[src/rtl/muldiv_unit_if.sv]
`default_nettype none
// ============================================================================
// Module      : muldiv_unit_if
// Description : Request/response bundle between an issue stage and the
//               iterative multiply/divide unit.
// Revision    : 1.0 - initial release
// ============================================================================
interface muldiv_unit_if;
    logic        start;
    logic        kill;
    logic [2:0]  funct3;
    logic [31:0] a;
    logic [31:0] b;
    logic [4:0]  rd_in;
    logic        busy;
    logic        done;
    logic [31:0] result;
    logic [4:0]  rd_out;

    modport master (
        output start, kill, funct3, a, b, rd_in,
        input  busy, done, result, rd_out
    );

    modport slave (
        input  start, kill, funct3, a, b, rd_in,
        output busy, done, result, rd_out
    );
endinterface
`default_nettype wire

[src/rtl/muldiv_unit.sv]
`default_nettype none
// ============================================================================
// Module      : muldiv_unit
// Description : RV32M multiply/divide unit. 32-step shift-add multiply and
//               restoring divide on operand magnitudes, sign fixed up in FIN.
//               Define MULDIV_FAST_MUL_EN for a single-cycle multiply path.
// Revision    : 1.0 - initial release
// ============================================================================
module muldiv_unit (
    input  logic          clk,
    input  logic          rst,
    muldiv_unit_if.slave  bus
);
    localparam logic [1:0] c_IDLE = 2'd0;
    localparam logic [1:0] c_CALC = 2'd1;
    localparam logic [1:0] c_FIN  = 2'd2;

    logic [1:0]  r_state;
    logic [1:0]  w_state_nxt;
    logic [5:0]  r_cnt;
    logic [2:0]  r_op;
    logic [63:0] r_acc;
    logic [31:0] r_b;
    logic        r_neg;
    logic [4:0]  r_rd;
    logic        r_done;
    logic [31:0] r_result;
    logic [4:0]  r_rd_out;

    logic        w_accept;
    logic        w_signed_a;
    logic        w_signed_b;
    logic        w_sign_a;
    logic        w_sign_b;
    logic [31:0] w_a_mag;
    logic [31:0] w_b_mag;
    logic        w_neg_in;
    logic        w_div_zero;
    logic        w_skip;
    logic [32:0] w_add;
    logic [63:0] w_mul_step;
    logic        w_ge;
    logic [31:0] w_diff;
    logic [63:0] w_div_step;
    logic [63:0] w_prod;
    logic [63:0] w_prod_s;
    logic [31:0] w_quo;
    logic [31:0] w_rem;
    logic [31:0] w_fin_val;

    assign w_accept   = (r_state == c_IDLE) && bus.start && !bus.kill;
    assign w_signed_a = (bus.funct3 == 3'b001) || (bus.funct3 == 3'b010) ||
                        (bus.funct3 == 3'b100) || (bus.funct3 == 3'b110);
    assign w_signed_b = (bus.funct3 == 3'b001) || (bus.funct3 == 3'b100) ||
                        (bus.funct3 == 3'b110);
    assign w_sign_a   = w_signed_a && bus.a[31];
    assign w_sign_b   = w_signed_b && bus.b[31];
    assign w_a_mag    = w_sign_a ? (32'd0 - bus.a) : bus.a;
    assign w_b_mag    = w_sign_b ? (32'd0 - bus.b) : bus.b;
    // Remainder follows the dividend; every other result follows sign(a)^sign(b).
    assign w_neg_in   = (bus.funct3 == 3'b110) ? w_sign_a : (w_sign_a ^ w_sign_b);
    assign w_div_zero = bus.funct3[2] && (bus.b == 32'd0);

`ifdef MULDIV_FAST_MUL_EN
    assign w_skip = w_div_zero || !bus.funct3[2];
    assign w_prod = {32'd0, r_acc[31:0]} * {32'd0, r_b};
`else
    assign w_skip = w_div_zero;
    assign w_prod = r_acc;
`endif

    // Multiply: r_acc = {partial high, multiplier shifting out at bit 0}.
    assign w_add      = {1'b0, r_acc[63:32]} + (r_acc[0] ? {1'b0, r_b} : 33'd0);
    assign w_mul_step = {w_add, r_acc[31:1]};

    // Divide: r_acc = {remainder, dividend/quotient}, shifted left each step.
    assign w_ge       = r_acc[63:31] >= {1'b0, r_b};
    assign w_diff     = r_acc[62:31] - r_b;
    assign w_div_step = w_ge ? {w_diff, r_acc[30:0], 1'b1} : {r_acc[62:0], 1'b0};

    assign w_prod_s = r_neg ? (64'd0 - w_prod) : w_prod;
    assign w_quo    = r_neg ? (32'd0 - r_acc[31:0])  : r_acc[31:0];
    assign w_rem    = r_neg ? (32'd0 - r_acc[63:32]) : r_acc[63:32];

    always_comb begin
        w_fin_val = w_rem;
        case (r_op)
            3'b000:                 w_fin_val = w_prod_s[31:0];
            3'b001, 3'b010, 3'b011: w_fin_val = w_prod_s[63:32];
            3'b100, 3'b101:         w_fin_val = w_quo;
            default:                w_fin_val = w_rem;
        endcase
    end

    always_ff @(posedge clk) begin
        if (!rst) begin
            r_state <= c_IDLE;
        end else begin
            r_state <= w_state_nxt;
        end
    end

    always_comb begin
        w_state_nxt = r_state;
        case (r_state)
            c_IDLE: begin
                if (w_accept) begin
                    w_state_nxt = w_skip ? c_FIN : c_CALC;
                end
            end
            c_CALC: begin
                if (bus.kill) begin
                    w_state_nxt = c_IDLE;
                end else if (r_cnt == 6'd31) begin
                    w_state_nxt = c_FIN;
                end
            end
            default: w_state_nxt = c_IDLE;
        endcase
    end

    always_ff @(posedge clk) begin
        if (!rst) begin
            r_cnt    <= 6'd0;
            r_op     <= 3'd0;
            r_acc    <= 64'd0;
            r_b      <= 32'd0;
            r_neg    <= 1'b0;
            r_rd     <= 5'd0;
            r_done   <= 1'b0;
            r_result <= 32'd0;
            r_rd_out <= 5'd0;
        end else begin
            r_done <= 1'b0;
            case (r_state)
                c_IDLE: begin
                    if (w_accept) begin
                        r_op  <= bus.funct3;
                        r_rd  <= bus.rd_in;
                        r_b   <= w_b_mag;
                        r_cnt <= 6'd0;
                        // Divide-by-zero preloads {rem, quo} = {a, all-ones}.
                        r_neg <= w_div_zero ? 1'b0 : w_neg_in;
                        r_acc <= w_div_zero ? {bus.a, 32'hFFFF_FFFF} : {32'd0, w_a_mag};
                    end
                end
                c_CALC: begin
                    if (bus.kill) begin
                        r_cnt <= 6'd0;
                    end else begin
                        r_acc <= r_op[2] ? w_div_step : w_mul_step;
                        r_cnt <= (r_cnt == 6'd31) ? 6'd0 : r_cnt + 6'd1;
                    end
                end
                c_FIN: begin
                    if (!bus.kill) begin
                        r_result <= w_fin_val;
                        r_rd_out <= r_rd;
                        r_done   <= 1'b1;
                    end
                end
                default: r_cnt <= 6'd0;
            endcase
        end
    end

    assign bus.busy   = (r_state != c_IDLE);
    assign bus.done   = r_done;
    assign bus.result = r_result;
    assign bus.rd_out = r_rd_out;
endmodule
`default_nettype wire

[src/flat_wrapper.sv]
// flat-port wrapper written by rule: the top's interface ports become plain ports
module muldiv_unit_flat 
  (clk, rst, bus_start, bus_kill, bus_funct3, bus_a, bus_b, bus_rd_in, bus_busy, bus_done, bus_result, bus_rd_out);
  muldiv_unit_if bus_i ();
  input  logic clk;
  input  logic rst;
  input wire logic [$bits(bus_i.start)-1:0] bus_start;
  input wire logic [$bits(bus_i.kill)-1:0] bus_kill;
  input wire logic [$bits(bus_i.funct3)-1:0] bus_funct3;
  input wire logic [$bits(bus_i.a)-1:0] bus_a;
  input wire logic [$bits(bus_i.b)-1:0] bus_b;
  input wire logic [$bits(bus_i.rd_in)-1:0] bus_rd_in;
  output wire logic [$bits(bus_i.busy)-1:0] bus_busy;
  output wire logic [$bits(bus_i.done)-1:0] bus_done;
  output wire logic [$bits(bus_i.result)-1:0] bus_result;
  output wire logic [$bits(bus_i.rd_out)-1:0] bus_rd_out;
  assign bus_i.start = bus_start;
  assign bus_i.kill = bus_kill;
  assign bus_i.funct3 = bus_funct3;
  assign bus_i.a = bus_a;
  assign bus_i.b = bus_b;
  assign bus_i.rd_in = bus_rd_in;
  assign bus_busy = bus_i.busy;
  assign bus_done = bus_i.done;
  assign bus_result = bus_i.result;
  assign bus_rd_out = bus_i.rd_out;
  muldiv_unit u_core (.clk(clk), .rst(rst), .bus(bus_i));
endmodule
[config.mk]
export PLATFORM = sky130hd
export DESIGN_NAME = muldiv_unit_flat
export DESIGN_NICKNAME = d
export VERILOG_FILES = /design/src/rtl/muldiv_unit_if.sv /design/src/rtl/muldiv_unit.sv /design/src/flat_wrapper.sv
export SDC_FILE = /design/constraint.sdc
export NUM_CORES = 1
export LEC_CHECK = 0
export BUFFER_PORTS_ARGS = -buffer_cell sky130_fd_sc_hd__buf_2
export CAP_MARGIN = 30
export CORE_MARGIN = 8
export CORE_UTILIZATION = 40
export CTS_BUF_LIST = sky130_fd_sc_hd__clkbuf_8
export DETAILED_ROUTE_END_ITERATION = 10
export GPL_TIMING_DRIVEN = 1
export HOLD_SLACK_MARGIN = 0.15
export PLACE_DENSITY = 0.62
export SLEW_MARGIN = 20
export SYNTH_ARGS = -nofsm -noshare
export SYNTH_HDL_FRONTEND = slang
export SYNTH_SLANG_ARGS = --single-unit
[constraint.sdc]
create_clock -name clk -period 3.75 [get_ports clk]
set_clock_uncertainty 0.2 [all_clocks]
set_input_delay 0.5625 -clock clk [delete_from_list [all_inputs] [get_ports clk]]
set_output_delay 0.5625 -clock clk [all_outputs]
set_load 0.05 [all_outputs]
# Word-level counts from Yosys, hierarchy flattened

Cells that the tools add are included.

Register bits after elaboration: 151
Input bits: 76
Logic and storage cells: 86

Add/sub/neg operators: 8
$lt $le $gt $ge: 1
Equality and inequality tests: 15
Multiplexer cells: 25
Bitwise gates (word level): 3
Reductions and logical operators: 24

Operators by type and width:

| cell                                                 | number |
|---|---|
| 2-to-1 mux 64 bit                                    | 6 |
| 2-to-1 mux 32 bit                                    | 5 |
| one-hot mux 64 bit (2 select lines)                  | 1 |
| subtractor 1 x 32 -> 32 bit (first input constant)   | 4 |
| one-hot mux 32 bit (3 select lines)                  | 1 |
| subtractor 1 x 64 -> 64 bit (first input constant)   | 1 |
| adder 32 x 33 -> 33 bit                              | 1 |
| >= comparator 33 x 32 -> 1 bit                       | 1 |
| logical NOT 32 bit                                   | 1 |
| subtractor 32 bit                                    | 1 |
| 2-to-1 mux 6 bit                                     | 3 |
| one-hot mux 6 bit (3 select lines)                   | 1 |
| equality test 3 bit (second input constant)          | 4 |
| AND reduction 2 bit                                  | 5 |
| equality test 3 x 2 -> 1 bit (second input constant) | 3 |
| 2-to-1 mux 2 bit                                     | 4 |
| adder 6 x 1 -> 6 bit (second input constant)         | 1 |
| equality test 3 x 1 -> 1 bit (second input constant) | 2 |
| equality test 6 x 5 -> 1 bit (second input constant) | 1 |
| logical AND 1 bit                                    | 5 |
| logical OR 1 bit                                     | 5 |
| one-hot mux 2 bit (2 select lines)                   | 1 |
| nonzero test 2 bit                                   | 2 |
| logical NOT 3 bit                                    | 1 |
| other kinds (13)                                     | 16 |

# Longest topological paths before layout

Depth after elaboration: 9
Gate-level depth with buffers: 15
Mapped depth without buffers: 14

# Worst setup path after synthesis

No wires, ideal clock.

Kind: reg2reg
Start point: register u_core.r_acc[0]
End point: register u_core.r_acc[63]
Library setup time: 124 ps
Arrival: 3294 ps
Required time: 3426 ps
Path slack: 132 ps
Cell stages (with the launch flop): 16
Buffers on the path: 2
Period minus slack after synthesis: 3618 ps
Cell sequence: dfxtp_1 inv_1 clkbuf_1 nor2_1 ha_1 clkbuf_1 a211oi_1 nor2_1 o311ai_0 nand3_1 o21ai_0 o31ai_1 a41o_1 o41a_1 a211oi_1 a211oi_1

Word-level cells in the longest chain between the ends: 5

RTL lines:

| element                             | line               | source |
|---|---|---|
| start: declaration                  | muldiv_unit.sv:22  | `logic [63:0] r_acc;` |
| start signal: assignment            | muldiv_unit.sv:144 | `r_acc <= w_div_zero ? {bus.a, 32'hFFFF_FFFF} : {32'd0, w_a_mag};` |
| start signal: assignment            | muldiv_unit.sv:151 | `r_acc <= r_op[2] ? w_div_step : w_mul_step;` |
| 2-to-1 mux 32 bit                   | muldiv_unit.sv:73  | `assign w_add = {1'b0, r_acc[63:32]} + (r_acc[0] ? {1'b0, r_b} : 33'd0);` |
| adder 32 x 33 -> 33 bit             | muldiv_unit.sv:73  |  |
| 2-to-1 mux 64 bit                   | muldiv_unit.sv:151 |  |
| 2-to-1 mux 64 bit                   | muldiv_unit.sv:148 | `if (bus.kill) begin` |
| one-hot mux 64 bit (2 select lines) | muldiv_unit.sv:135 | `case (r_state)` |

No other way between the ends. The select of a mux whose other input is x is not followed.
A chain may end at the register's enable or synchronous reset.

# Worst setup path after layout

Start point: register u_core.r_b[1]
End point: register u_core.r_acc[61]

Word-level cells in the longest chain between the ends: 5

RTL lines:

| element                                                             | line                                 | source |
|---|---|---|
| start: declaration                                                  | muldiv_unit.sv:23                    | `logic [31:0] r_b;` |
| start signal: assignment                                            | muldiv_unit.sv:140                   | `r_b <= w_b_mag;` |
| 2-to-1 mux 32 bit, or another cell as far along                     | muldiv_unit.sv:73                    |  |
| adder 32 x 33 -> 33 bit / 2-to-1 mux 64 bit (equally long branches) | muldiv_unit.sv:73, muldiv_unit.sv:79 |  |
| 2-to-1 mux 64 bit *                                                 | muldiv_unit.sv:151                   |  |
| 2-to-1 mux 64 bit *                                                 | muldiv_unit.sv:148                   |  |
| one-hot mux 64 bit (2 select lines) *                               | muldiv_unit.sv:135                   |  |

Mark *: on every way between the ends. The rest lies on a longest branch, timed or not. The select of a mux whose other input is x is not followed.

==> flow_summary.toml <==
[outcome]
outcome = "finished, final reports clean"

[yosys]
synth_top_area_share_pct = 21.73
yosys.area.top_type = "dfxtp_1"
syn_inst = 1912
synth_sequential_area_ratio_pct = 21.73
yosysUniqueCellTypes = 81
syn_nets = 2059
synth_area_per_cell_um2 = 7.276
netlist_area_um2 = 13910
synth_async_sr_flop_share_pct = 0
synth_edf_count = 0
synth_common_cells = "218 x nand2_1, 184 x a21oi_1, 152 x o21ai_0"
yosysMostFrequentCell = "nand2_1"
ys_top_cells_by_area = "dfxtp_1 22%, a21oi_1 6.6%, ha_1 6.2%"
ys_ff_latch = 151
synthFlopType = "dfxtp_1"
ys_warn_count = 0

[flow_run]
cap_violations = 0

[die]
fp.dieH_um = 202.5
placementRows = 68
design.core.area_um2 = 34370
die-area_um2 = 41000
die_x_um = 202.5
start_util_pct = 40.47
io_pins = 115

[sta]
hold_viol = 0
fmax_ghz = 0.2765
slew_viol_final = 0
fin_crit_ns = 3.617
fin_crit_sh_pct = 96.44
worst_pin_slew_ns = 0.8068
tns_ns = 0
worst_slack_ns = 0.1334
relSlewSlack_pct = 45.64
setup_viol = 0
whs_ns = 0.2101

[drt]
drc = 0
drt-vias-per-instance = 5.906
wl_per_cell_um = 19.90
drt_pass1_iterations = 5
wl_um = 49950
final_antenna_net_count = 0
first_iter_violations = 1255
vias = 14820

[final_layout]
stdcell_count = 2510
nFillCells = 3552
drive_above_1_share_pct = 15.19
syn2layout_area_growth_pct = 15.76
multi_input_area_um2 = 10190
nets = 2188
regArea_um2 = 3027

[min_path]
holdPathEnd = "u_core.r_acc[57]"
hold_path.class = "primary input to register"
holdPathStages = 3
holdCritStartpoint = "bus_a[25]"

[place]
gp_congestion = 0.9507
dp_cells = 2465
io_buffers = 114
post-place-ws_ns = 0.09603
dp_hpwl_um = 39220

[grt]
grt_max_degree = 73
grt_pass1_wl_um = 78350
grt_pass1_vias = 14110
gr-total-overflow = 0
grtUsageTotal_pct = 23.55
antenna_found_initial = 1

[clock_tree]
insertion_delay_ns = 0.50
numCtsBuffers = 17
cts_tree = "yes"
cts.path.max_buffers = 2
clock_sinks = 151
clk_pin_slew_ns = 0.10
cts_htree_levels = 4
cts_root_buf = "clkbuf_8"

[critical_path]
crit_slowest_cell = "dfxtp_1"
cpMostUsedCell = "buf_4"
path_buf_inv = 4
path_cells = "inv_1, ha_1, nor2b_1, o31a_1, o31a_1, o31ai_1, buf_4, o211a_1, o21ai_1, buf_4, nand2_1, buf_4, o221ai_1, a22oi_1, o21ai_0"
worst_r2r_endpoint = "u_core.r_acc[61]"
reg2reg_depth = 15
cp-start-kind = "register"
r2r_start = "u_core.r_b[1]"
cp_top_family = "compound AO/OA/AOI/OAI gates"
critPathMaxStageDelay_ns = 0.34
setup.worst_path.class = "register to register"
cp.required_ns = 3.93
end_kind = "register"
rrSetupSlack_ns = 0.13
cp.arrival_ns = 3.80
path_max_fanout = 4

[power]
totalPowerFinal_mw = 5.438
p_leak_nw = 6.811
ir_drop_uv = 242.1
power_density_nw_per_um2 = 337.7
## registers in the layout, indices dropped and copies added, names as in the netlist, 2 cells and up
name               flops
u_core.r_state         2
u_core.r_b            32
u_core.r_op            3
u_core.bus.result     32
u_core.bus.rd_out      5
u_core.r_rd            5
u_core.r_acc          64
u_core.r_cnt           6
## per-stage QoR
step | util [%] | cell area [um2]
final | 46.85 | 16100
after global routing | 46.85 | 16100
after detailed placement | 45.17 | 15520
after global placement | 45.14 | 15520
after CTS | 46.72 | 16060
after floorplan | - | 13910
## worst reg2reg max path, cell delays in order (launching register included)
cell and delay (ns):
dfxtp_1 0.34, inv_1 0.12, ha_1 0.33, nor2b_1 0.15
o31a_1 0.31, o31a_1 0.30, o31ai_1 0.25, buf_4 0.19
o211a_1 0.21, o21ai_1 0.12, buf_4 0.17, nand2_1 0.22
buf_4 0.16, o221ai_1 0.12, a22oi_1 0.21, o21ai_0 0.10
## cells by family (layout without fill, tap and decap cells)
logic type	Yosys count	in the layout	share of synthesized area [%]
fa+ha+maj	71	71	6.494
mux	39	39	2.806
simple gates	625	625	21.54
xor+xnor	168	168	10.58
other cells	0	1	0
buf+inv	198	340	5.523
flops	151	151	21.73
compound gates	660	660	31.33
## routing by layer
layer / track usage, % / vias to the layer above / share of wire, %
met1: 31.25 / 6892 / 45
met4: 8.573 / 0 / 3.2
met3: 3.618 / 94 / 6.8
met5: 0 / - / 0
li1: - / 7254 / -
met2: 38.20 / 584 / 45
## report_power, final
group / leakage [nW] / internal (mW) / total, mW / switching [mW]
clock: 0.223 / 0.703 / 1.41 / 0.709
sequential: 1.23 / 1.69 / 1.81 / 0.118
combinational: 5.35 / 0.873 / 2.21 / 1.34
total: 6.81 / 3.27 / 5.44 / 2.17
## layout make-up
type                       count  share of cell area, %
antenna                        1                0.01554
timing repair buffer         252                  10.38
multi-input combinational   1563                  63.28
clock buffer                  19                  1.624
tap                          455                  3.535
clock inverter                13                  1.064
sequential                   151                  18.80
inverter                      56                  1.305
## how the worst max path moves through the flow
stage	from	to	slack [ns]	depth (start not counted)
2_1_floorplan	u_core.r_acc[0]	u_core.r_acc[63]	0.13	15
3_3_place_gp	bus_a[10]	u_core.r_acc[31]	0.09	11
3_5_place_dp	bus_a[10]	u_core.r_acc[31]	0.1	11
4_1_cts	u_core.r_acc[0]	u_core.r_acc[63]	0.07	15
5_1_grt	u_core.r_acc[0]	u_core.r_acc[50]	-0.03	14
6_report	u_core.r_b[1]	u_core.r_acc[61]	0.13	15
## placed cells by master (no fill, tap or decap), types with 60 or more instances in the layout
| cell type | n |
|---|---|
| buf_2 | 113 |
| nand2_1 | 218 |
| xnor2_1 | 87 |
| o21ai_0 | 150 |
| a21oi_1 | 184 |
| nor2_1 | 134 |
| nand3_1 | 60 |
| buf_4 | 126 |
| xor2_1 | 81 |
| ha_1 | 69 |
| dfxtp_1 | 148 |
## repair_timing
item | in CTS | in global routing
setup buffers | 0 | 2
endpoints found under the hold margin | 10 | 0
setup endpoints to repair | 0 | 12
gates resized for setup | 0 | 10
hold buffers | 10 | 0
(Power assumes the default switching activity.)
